<file path="src/rtl/audio_pkg.sv">
// Shared widths, limits and the PCM saturation helper for the audio output stage.
package audio_pkg;
    localparam int MIX_W      = 19;
    localparam int PCM_W      = 16;
    localparam int PCM_MAX    = 32767;
    localparam int PCM_MIN    = -32768;
    localparam int STABLE_WIN = 4;
    localparam int OPL_W      = 16;
    localparam int TANDY_W    = 11;
    localparam int CAP_W      = OPL_W + TANDY_W + 1;
    localparam int DCB_W      = 24;
    localparam int DCB_POLE   = 8;

    localparam logic signed [DCB_W-1:0] SAT_HI = DCB_W'(PCM_MAX);
    localparam logic signed [DCB_W-1:0] SAT_LO = DCB_W'(PCM_MIN);

    typedef struct packed {
        logic                    clip;
        logic signed [PCM_W-1:0] val;
    } sat_t;

    function automatic sat_t sat_pcm(input logic signed [DCB_W-1:0] x);
        sat_t r;
        r.clip = 1'b1;
        if (x > SAT_HI) begin
            r.val = PCM_W'(PCM_MAX);
        end else if (x < SAT_LO) begin
            r.val = PCM_W'(PCM_MIN);
        end else begin
            r.clip = 1'b0;
            r.val  = x[PCM_W-1:0];
        end
        return r;
    endfunction
endpackage

</file>
<file path="src/rtl/audio_out_stage_sd_dac1.sv">
// First-order sigma-delta modulator: signed PCM in, one-bit density stream out.
module sd_dac1
    import audio_pkg::*;
(
    input  logic             clk_vga,
    input  logic             reset_wire,
    input  logic [PCM_W-1:0] pcm,
    output logic             dac_bit
);
    logic [PCM_W:0]   acc;
    logic [PCM_W-1:0] u;

    // Offset binary so that full negative scale maps to a zero-density stream.
    assign u = pcm ^ {1'b1, {(PCM_W-1){1'b0}}};

    always_ff @(posedge clk_vga or posedge reset_wire) begin
        if (reset_wire) begin
            acc <= '0;
        end else begin
            acc <= {1'b0, acc[PCM_W-1:0]} + {1'b0, u};
        end
    end

    assign dac_bit = acc[PCM_W];
endmodule

</file>
<file path="src/rtl/audio_out_stage.sv">
// Audio output stage: stability-checked capture, mix, clamp, PCM strobe and sigma-delta bit.
// Define SND_DCBLOCK_EN to insert a one-pole DC blocker between clamp and output.
module audio_out_stage
    import audio_pkg::*;
#(
    parameter int SAMPLE_DIV  = 600,
    parameter int OPL_SHIFT   = 1,
    parameter int TANDY_SHIFT = 6,
    parameter int SPK_SHIFT   = 13
) (
    input  logic                clk_vga,
    input  logic                reset_wire,
    input  logic [OPL_W-1:0]    opl_in,
    input  logic [TANDY_W-1:0]  tandy_in,
    input  logic                speaker_in,
    input  logic                mute,
    output logic [PCM_W-1:0]    pcm_out,
    output logic                pcm_strobe,
    output logic                clip,
    output logic                dac_bit
);
    localparam int CNT_W = 12;
    localparam int WIN_W = $clog2(STABLE_WIN);

    logic [CNT_W-1:0] cnt;
    logic             strb;
    assign strb = (cnt == CNT_W'(SAMPLE_DIV - 1));

    always_ff @(posedge clk_vga or posedge reset_wire) begin
        if (reset_wire)  cnt <= '0;
        else if (strb)   cnt <= '0;
        else             cnt <= cnt + 1'b1;
    end

    logic [CAP_W-1:0] cap_a, cap_b, held;
    logic [WIN_W-1:0] wcnt;
    logic             pending, cap_v, stable;
    assign stable = (cap_a == cap_b);

    // A capture that never settles still emits a sample, re-using the last held value.
    always_ff @(posedge clk_vga or posedge reset_wire) begin
        if (reset_wire) begin
            cap_a   <= '0;
            cap_b   <= '0;
            held    <= '0;
            wcnt    <= '0;
            pending <= 1'b0;
            cap_v   <= 1'b0;
        end else begin
            cap_a <= {opl_in, tandy_in, speaker_in};
            cap_b <= cap_a;
            cap_v <= 1'b0;
            if (strb) begin
                if (stable) begin
                    held    <= cap_b;
                    cap_v   <= 1'b1;
                    pending <= 1'b0;
                end else begin
                    pending <= 1'b1;
                    wcnt    <= '0;
                end
            end else if (pending) begin
                if (stable) begin
                    held    <= cap_b;
                    cap_v   <= 1'b1;
                    pending <= 1'b0;
                end else if (wcnt == WIN_W'(STABLE_WIN - 1)) begin
                    cap_v   <= 1'b1;
                    pending <= 1'b0;
                end else begin
                    wcnt <= wcnt + 1'b1;
                end
            end
        end
    end

    logic signed [MIX_W-1:0] opl_t, tandy_t, spk_t, mix_c, sum_r;
    logic                    sum_v;
    sat_t                    sat_mix;

    assign opl_t   = {{(MIX_W-OPL_W){held[CAP_W-1]}}, held[CAP_W-1 -: OPL_W]} <<< OPL_SHIFT;
    assign tandy_t = {{(MIX_W-TANDY_W){1'b0}}, held[TANDY_W:1]} << TANDY_SHIFT;
    assign spk_t   = {{(MIX_W-1){1'b0}}, held[0]} << SPK_SHIFT;
    assign mix_c   = opl_t + tandy_t + spk_t;
    assign sat_mix = sat_pcm({{(DCB_W-MIX_W){sum_r[MIX_W-1]}}, sum_r});

    always_ff @(posedge clk_vga or posedge reset_wire) begin
        if (reset_wire) begin
            sum_r <= '0;
            sum_v <= 1'b0;
        end else begin
            sum_v <= cap_v;
            if (cap_v) sum_r <= mix_c;
        end
    end

`ifdef SND_DCBLOCK_EN
    logic signed [PCM_W-1:0] clamp_r;
    logic                    clamp_clip, clamp_v;
    logic signed [DCB_W-1:0] clamp_x, x_prev, y_prev, y_c;
    sat_t                    sat_dc;

    assign clamp_x = {{(DCB_W-PCM_W){clamp_r[PCM_W-1]}}, clamp_r};
    assign y_c     = clamp_x - x_prev + y_prev - (y_prev >>> DCB_POLE);
    assign sat_dc  = sat_pcm(y_c);

    always_ff @(posedge clk_vga or posedge reset_wire) begin
        if (reset_wire) begin
            clamp_r    <= '0;
            clamp_clip <= 1'b0;
            clamp_v    <= 1'b0;
            x_prev     <= '0;
            y_prev     <= '0;
            pcm_out    <= '0;
            pcm_strobe <= 1'b0;
            clip       <= 1'b0;
        end else begin
            clamp_v    <= sum_v;
            pcm_strobe <= clamp_v;
            clip       <= 1'b0;
            if (sum_v) begin
                clamp_r    <= sat_mix.val;
                clamp_clip <= sat_mix.clip;
            end
            if (clamp_v) begin
                x_prev  <= clamp_x;
                y_prev  <= {{(DCB_W-PCM_W){sat_dc.val[PCM_W-1]}}, sat_dc.val};
                pcm_out <= mute ? '0 : sat_dc.val;
                clip    <= (clamp_clip | sat_dc.clip) & ~mute;
            end
        end
    end
`else
    always_ff @(posedge clk_vga or posedge reset_wire) begin
        if (reset_wire) begin
            pcm_out    <= '0;
            pcm_strobe <= 1'b0;
            clip       <= 1'b0;
        end else begin
            pcm_strobe <= sum_v;
            clip       <= 1'b0;
            if (sum_v) begin
                pcm_out <= mute ? '0 : sat_mix.val;
                clip    <= sat_mix.clip & ~mute;
            end
        end
    end
`endif

    sd_dac1 u_sd_dac1 (
        .clk_vga    (clk_vga),
        .reset_wire (reset_wire),
        .pcm        (pcm_out),
        .dac_bit    (dac_bit)
    );
endmodule

</file>
<file path="config.mk">
export PLATFORM = sky130hd
export DESIGN_NAME = audio_out_stage
export DESIGN_NICKNAME = d
export VERILOG_FILES = /design/src/rtl/audio_pkg.sv /design/src/rtl/audio_out_stage_sd_dac1.sv /design/src/rtl/audio_out_stage.sv
export SDC_FILE = /design/constraint.sdc
export NUM_CORES = 1
export LEC_CHECK = 0
export ABC_AREA = 1
export CAP_MARGIN = 20
export CORE_MARGIN = 3
export CORE_UTILIZATION = 63
export DETAILED_ROUTE_END_ITERATION = 6
export MAX_ROUTING_LAYER = met4
export PLACE_DENSITY_LB_ADDON = 0.15
export SLEW_MARGIN = 5
export SYNTH_ARGS = -nofsm -noshare
export SYNTH_HDL_FRONTEND = slang
export SYNTH_SLANG_ARGS = --single-unit
</file>
<file path="constraint.sdc">
create_clock -name clk_vga -period 15.5 [get_ports clk_vga]
set_input_delay 2.325 -clock clk_vga [delete_from_list [all_inputs] [get_ports clk_vga]]
set_output_delay 2.325 -clock clk_vga [all_outputs]
set_load 0.02 [all_outputs]
</file>
==> results of run 1 <==
power by group through the flow:
stage	clock (W)	sequential [W]	combinational, W
global route	0.000420	0.000416	0.0000310
CTS	0.000400	0.000415	0.0000279
global placement	0	0.000422	0.0000262
detailed placement	0	0.000423	0.0000272
floorplan	0	0.000421	0.0000154
finish	0.000396	0.000415	0.0000270
through the flow:
step | instance area (um2) | worst slack, ns | power (W) | utilization (%) | cells
3_3_place_gp | 7640 | 11.30 | 0.000448 | 72.0 | 923
5_1_grt | 8200 | 11.51 | 0.000867 | 77.4 | 955
4_1_cts | 8200 | 11.53 | 0.000843 | 77.4 | 955
2_1_floorplan | 7040 | 9.03 | 0.000436 | - | 748
6_report | 8200 | 11.57 | 0.000838 | 77.4 | 955
3_5_place_dp | 7640 | 11.24 | 0.000450 | 72.0 | 923
kinds of logic after synthesis:
kind of cell / after synthesis / synth area share [%]
buffers and inverters: 104 / 6.10
adders and majority gates: 42 / 7.78
and+or+nand+nor: 322 / 19.2
AOI/OAI and AO/OA: 93 / 8.09
DFF: 154 / 54.7
xor gates and xnor gates: 33 / 4.11
Yosys cell counts, types with 2 or more instances:
| master | count | area, um2 |
|---|---|---|
| nor2_1 | 60 | 225 |
| dfrtp_1 | 154 | 3850 |
| or2_2 | 2 | 12.5 |
| buf_6 | 5 | 56.3 |
| o21ai_1 | 9 | 45.0 |
| o21ai_2 | 20 | 175 |
| nand3_1 | 26 | 130 |
| nor3_2 | 2 | 20.0 |
| a21o_1 | 2 | 15.0 |
| clkbuf_1 | 5 | 18.8 |
| ha_1 | 39 | 488 |
| a31oi_1 | 6 | 37.5 |
| inv_2 | 9 | 33.8 |
| o21bai_1 | 3 | 22.5 |
| a21oi_1 | 22 | 110 |
| nand4_1 | 11 | 68.8 |
| xnor2_1 | 19 | 166 |
| fa_1 | 3 | 60.1 |
| inv_1 | 82 | 308 |
| nand2_1 | 196 | 736 |
| nand2_2 | 11 | 68.8 |
| o21ai_0 | 27 | 135 |
| xor2_1 | 14 | 123 |
| a21boi_0 | 2 | 15.0 |
| nor3_1 | 7 | 35.0 |
flip-flops by register name, indices dropped and copies added (netlist names):
| signal | count |
|---|---|
| held | 28 |
| pending | 1 |
| pcm_out | 16 |
| cap_a | 28 |
| sum_r | 18 |
| sum_v | 1 |
| clip | 1 |
| wcnt | 2 |
| cap_v | 1 |
| pcm_strobe | 1 |
| cnt | 12 |
| cap_b | 28 |
| u_sd_dac1.acc | 17 |
path summary, 6_finish.rpt:
path | cells after the start | start | endpoint | slack [ns]
worst max-delay path | 1 | pcm_out[1] | pcm_out[1] | 11.57
worst min-delay path | 0 | cap_a[8] | cap_b[8] | 0.40
worst max register to register | 10 | held[2] | sum_r[13] | 13.24
worst min register to register | 0 | cap_a[8] | cap_b[8] | 0.40
max in group asynchronous | 3 | reset_wire | held[3] | 11.87
min in group asynchronous | 2 | reset_wire | sum_r[17] | 2.33
final cells by class:
class / count / area, um2
multi-input cells: 490 / 2760
inverters: 92 / 350
fillers: 703 / 2400
repair buffers: 51 / 505
well taps: 136 / 170
clock inverters: 13 / 144
flip-flops and latches: 154 / 3850
clock buffers: 19 / 422
routing by layer:
layer	share of wire (%)	routed length, um	track usage [%]
met4	1.6	230	9.00
met2	51	7370	43.1
met1	43	6160	32.4
met3	4.1	591	5.92
met5	0	0	-
cells in the final DEF, fill, tap and decap left out, types with 3 or more instances in the layout:
cell,n
nand2_1,196
dfrtp_1,154
inv_1,81
nor2_1,60
clkdlybuf4s50_1,49
ha_1,39
o21ai_0,27
nand3_1,26
a21oi_1,22
o21ai_2,20
xnor2_1,19
clkbuf_16,16
xor2_1,14
nand4_1,11
nand2_2,11
inv_2,9
o21ai_1,9
nor3_1,7
a31oi_1,6
inv_6,4
clkinvlp_4,4
o21bai_1,3
fa_1,3
==> flow_metrics.tcl, run 1 <==
set metrics [dict create \
    crit_path_start_kind "flip-flop" \
    nets 879 \
    seq_area_frac_synth_pct 54.7 \
    leakage_nw 4.02 \
    cp_slowest_stage_delay_ns 0.64 \
    grt_pass1_vias 5293 \
    cts_resized 0 \
    ys_async_sr_fraction_pct 100 \
    synth_flop_cell "dfrtp_1" \
    whs_ns 0.399 \
    ir_worst_vdd_mv 0.0891 \
    synth_edf_count 0 \
    clk_path_buf_depth 2 \
    switching_share_pct 22.2 \
    end_kind "output port" \
    num_rows 37 \
    antennaDiodeCount 0 \
    worst_pin_slew_ns 0.790 \
    avgViaCountPerCell 5.40 \
    drt-pass1-iter-count 5 \
    clkLatencyLatePin_ns 0.54 \
    drc 0 \
    cp_cell_sequence "clkdlybuf4s50_1" \
    cts_buffers 17 \
    slowest_stage "clkdlybuf4s50_1" \
    dieHeight_um 112 \
    critPathMaxFanout 4 \
    overflow 0 \
    slew_headroom_pct 47.3 \
    syn_area_um2 7040 \
    max_freq_ghz 0.254 \
    finalMaxSlewViolations 0 \
    antenna_left 0 \
    clock_sinks 154 \
    clk_pin_slew_ns 0.06 \
    post_cts.repair.setup_buffers 0 \
    path_class "flip-flop to output port" \
    power_frac_clock_pct 47.2 \
    finalSetupTns_ns 0 \
    num_vias 5161 \
    yosys_register_bits 154 \
    syn_inst 748 \
    period_minus_slack_ns 3.93 \
    grt.total_usage_pct 26.3 \
    p_sw_w 0.000186 \
    cp.required_ns 13.18 \
    yosysWarnings 0 \
    status "completed" \
    synth.distinct_cells 37 \
    grt_max_degree 89 \
    portBuffers 49 \
    hold_class "flip-flop to flip-flop" \
    intPower_w 0.000652 \
    cp.arrival_ns 1.61 \
    layout-area-overhead-vs-synth_pct 16.5 \
    maxCapViolations 0 \
    p_seq_share_pct 49.6 \
    setup_viol 0 \
    grt_pass1_wl_um 25200 \
    io_pins 50 \
    drive_above_1_share_pct 9.65 \
    synth_fp_nets 821 \
    timing.final.crit_share_pct 25.4 \
    cts-root-buf "clkbuf_8" \
    hpwl_um 9980 \
    skew_ns 0.00882 \
    chipWidth_um 112 \
    finalHoldViolations 0 \
    grt_antenna_before_repair 0 \
    crit_family "buffers and inverters" \
    wire_per_inst_um 15.0 \
    path_buf_inv 1 \
    fp.coreArea_um2 10600 \
    initial_utilization_pct 66.4 \
    postCtsHoldBufs 0 \
    p_comb_share_pct 3.2 \
    avgSynthCellArea_um2 9.41 \
    wl_um 14400 \
    grt_setup_unrepaired "false" \
    h-tree-depth 4 \
    power_density_nw_per_um2 102 \
    gp_congestion 0.915 \
    drt-initial-drc-count 356 \
    cts_tree "done" \
    die_area_um2 12500 \
]
(Power assumes the default switching activity.)
==> run 2, diff against run 1 <==
--- a/config.mk
+++ b/config.mk
@@ -8,7 +8,7 @@
 export ABC_AREA = 1
 export CAP_MARGIN = 20
 export CORE_MARGIN = 3
-export CORE_UTILIZATION = 63
+export CORE_UTILIZATION = 59
 export DETAILED_ROUTE_END_ITERATION = 6
 export MAX_ROUTING_LAYER = met4
 export PLACE_DENSITY_LB_ADDON = 0.15
==> constraint.sdc (replaced) <==
create_clock -name clk_vga -period 3.9 [get_ports clk_vga]
set_input_delay 0.585 -clock clk_vga [delete_from_list [all_inputs] [get_ports clk_vga]]
set_output_delay 0.585 -clock clk_vga [all_outputs]
set_load 0.02 [all_outputs]
==> flow_metrics.tcl, run 2 (synthesis gave the netlist of run 1 again) <==
set metrics [dict create \
    status "completed" \
    layout_common_cells "nand2_1 (196), dfrtp_1 (154), inv_1 (81)" \
    layout.cells.non_filler 962 \
    grt_max_degree 155 \
    worst_pin_slew_ns 0.802 \
    initial_utilization_pct 60.9 \
    hold-path-cell-count 0 \
    largest_registers "cap_a x28, cap_b x28, held x28" \
    antenna_left 0 \
    wire_per_inst_um 14.5 \
    hpwl_um 10200 \
    cts-root-buf "clkbuf_16" \
    grt.total_usage_pct 23.8 \
    power_density_nw_per_um2 398 \
    crit_family "simple AND/OR/NAND/NOR gates" \
    cts_buffers 17 \
    finalHoldViolations 0 \
    cp.arrival_ns 2.79 \
    maxCapViolations 0 \
    end_kind "flip-flop" \
    grt_pass1_vias 4997 \
    portBuffers 49 \
    path_depth 9 \
    timing.final.crit_share_pct 63.4 \
    io_pins 50 \
    critPathMaxFanout 29 \
    h-tree-depth 4 \
    nets 879 \
    drt-initial-drc-count 413 \
    clock_sinks 154 \
    avgViaCountPerCell 5.20 \
    fp.coreArea_um2 11600 \
    drt-pass1-iter-count 5 \
    ir_worst_vdd_mv 0.336 \
    finalMaxSlewViolations 0 \
    num_rows 39 \
    cts_tree "done" \
    drive_above_1_share_pct 9.89 \
    max_freq_ghz 0.404 \
    layout-area-overhead-vs-synth_pct 16.5 \
    crit_top_cell "nand2_1" \
    dieHeight_um 115 \
    cp_cell_sequence "xnor2_1, nand2_1, nor2_1, nand2_1, nor2_1, nand3_2, buf_4, nand2_1, o21ai_2" \
    leakage_nw 4.02 \
    postCtsHoldBufs 0 \
    clkLatencyLatePin_ns 0.43 \
    crit_path_start_kind "flip-flop" \
    cp.required_ns 4.22 \
    slew_headroom_pct 46.5 \
    fin_util_pct 70.9 \
    clk_path_buf_depth 2 \
    cp_slowest_stage_delay_ns 0.58 \
    finalSetupTns_ns 0 \
    chipWidth_um 115 \
    die_area_um2 13300 \
    grt_antenna_before_repair 0 \
    clk_pin_slew_ns 0.06 \
    dpl.cell_count 930 \
    setup_viol 0 \
    hold_class "flip-flop to flip-flop" \
    wl_um 14000 \
    drc 0 \
    overflow 0 \
    post_cts.repair.setup_buffers 0 \
    num_vias 5005 \
    gp_congestion 0.902 \
    grt_pass1_wl_um 23700 \
    path_class "flip-flop to flip-flop" \
    path_buf_inv 1 \
    antennaDiodeCount 0 \
    reg2reg_depth 9 \
    slowest_stage "nand3_2" \
    period_minus_slack_ns 2.47 \
    final_common_cell "nand2_1" \
    grt_setup_unrepaired "false" \
    cts_resized 0 \
    skew_ns 0.00816 \
]
## run 2: area by class of cell
class,instances,area (um2)
fillers,878,3370
clock inverters,15,116
inverters,92,349
clock buffers,17,425
repair buffers,51,518
well taps,143,179
flip-flops and latches,154,3850
multi-input cells,490,2760
## run 2: worst register-to-register path, cell delays in order (launching register included)
cell	delay (ns)
dfrtp_1	0.41
xnor2_1	0.22
nand2_1	0.08
nor2_1	0.14
nand2_1	0.10
nor2_1	0.18
nand3_2	0.58
buf_4	0.49
nand2_1	0.13
o21ai_2	0.05
## run 2: final timing paths
path	from	end	slack, ns
hold reg to reg	cap_a[23]	cap_b[23]	0.39
min in group asynchronous	reset_wire	sum_r[16]	0.75
max in group asynchronous	reset_wire	cap_a[2]	2.57
hold / removal	cap_a[23]	cap_b[23]	0.39
setup / recovery	cap_b[8]	held[11]	1.43
setup reg to reg	cap_b[8]	held[11]	1.43
## run 2: stage by stage
stage | setup slack [ns] | hold WS (ns) | power, W | instance area [um2]
final | 1.43 | 0.392 | 0.00327 | 8200
after global routing | 1.18 | 0.411 | 0.00339 | 8200
after CTS | 1.43 | 0.397 | 0.00330 | 8200
after detailed placement | 1.46 | 0.386 | 0.00179 | 7660
after global placement | 1.57 | 0.383 | 0.00178 | 7660
after floorplan | 1.37 | 0.373 | 0.00173 | 7040
## run 2: power breakdown
part | leakage [nW] | switching (W) | total [W] | internal [W]
Clock | 0.266 | 0.000686 | 0.00151 | 0.000822
Combinational | 1.90 | 0.0000585 | 0.000108 | 0.0000494
Sequential | 1.85 | 0.0000228 | 0.00165 | 0.00163
Total | 4.02 | 0.000767 | 0.00327 | 0.00250
## run 2: per-layer routing
layer / share of wire [%] / up-vias / global-route usage (%) / routed length (um)
li1: - / 2501 / - / -
met1: 47 / 2374 / 32.1 / 6550
met2: 47 / 114 / 35.8 / 6580
met3: 4.6 / 16 / 5.79 / 648
met4: 1.5 / 0 / 7.51 / 206
met5: 0 / - / - / 0
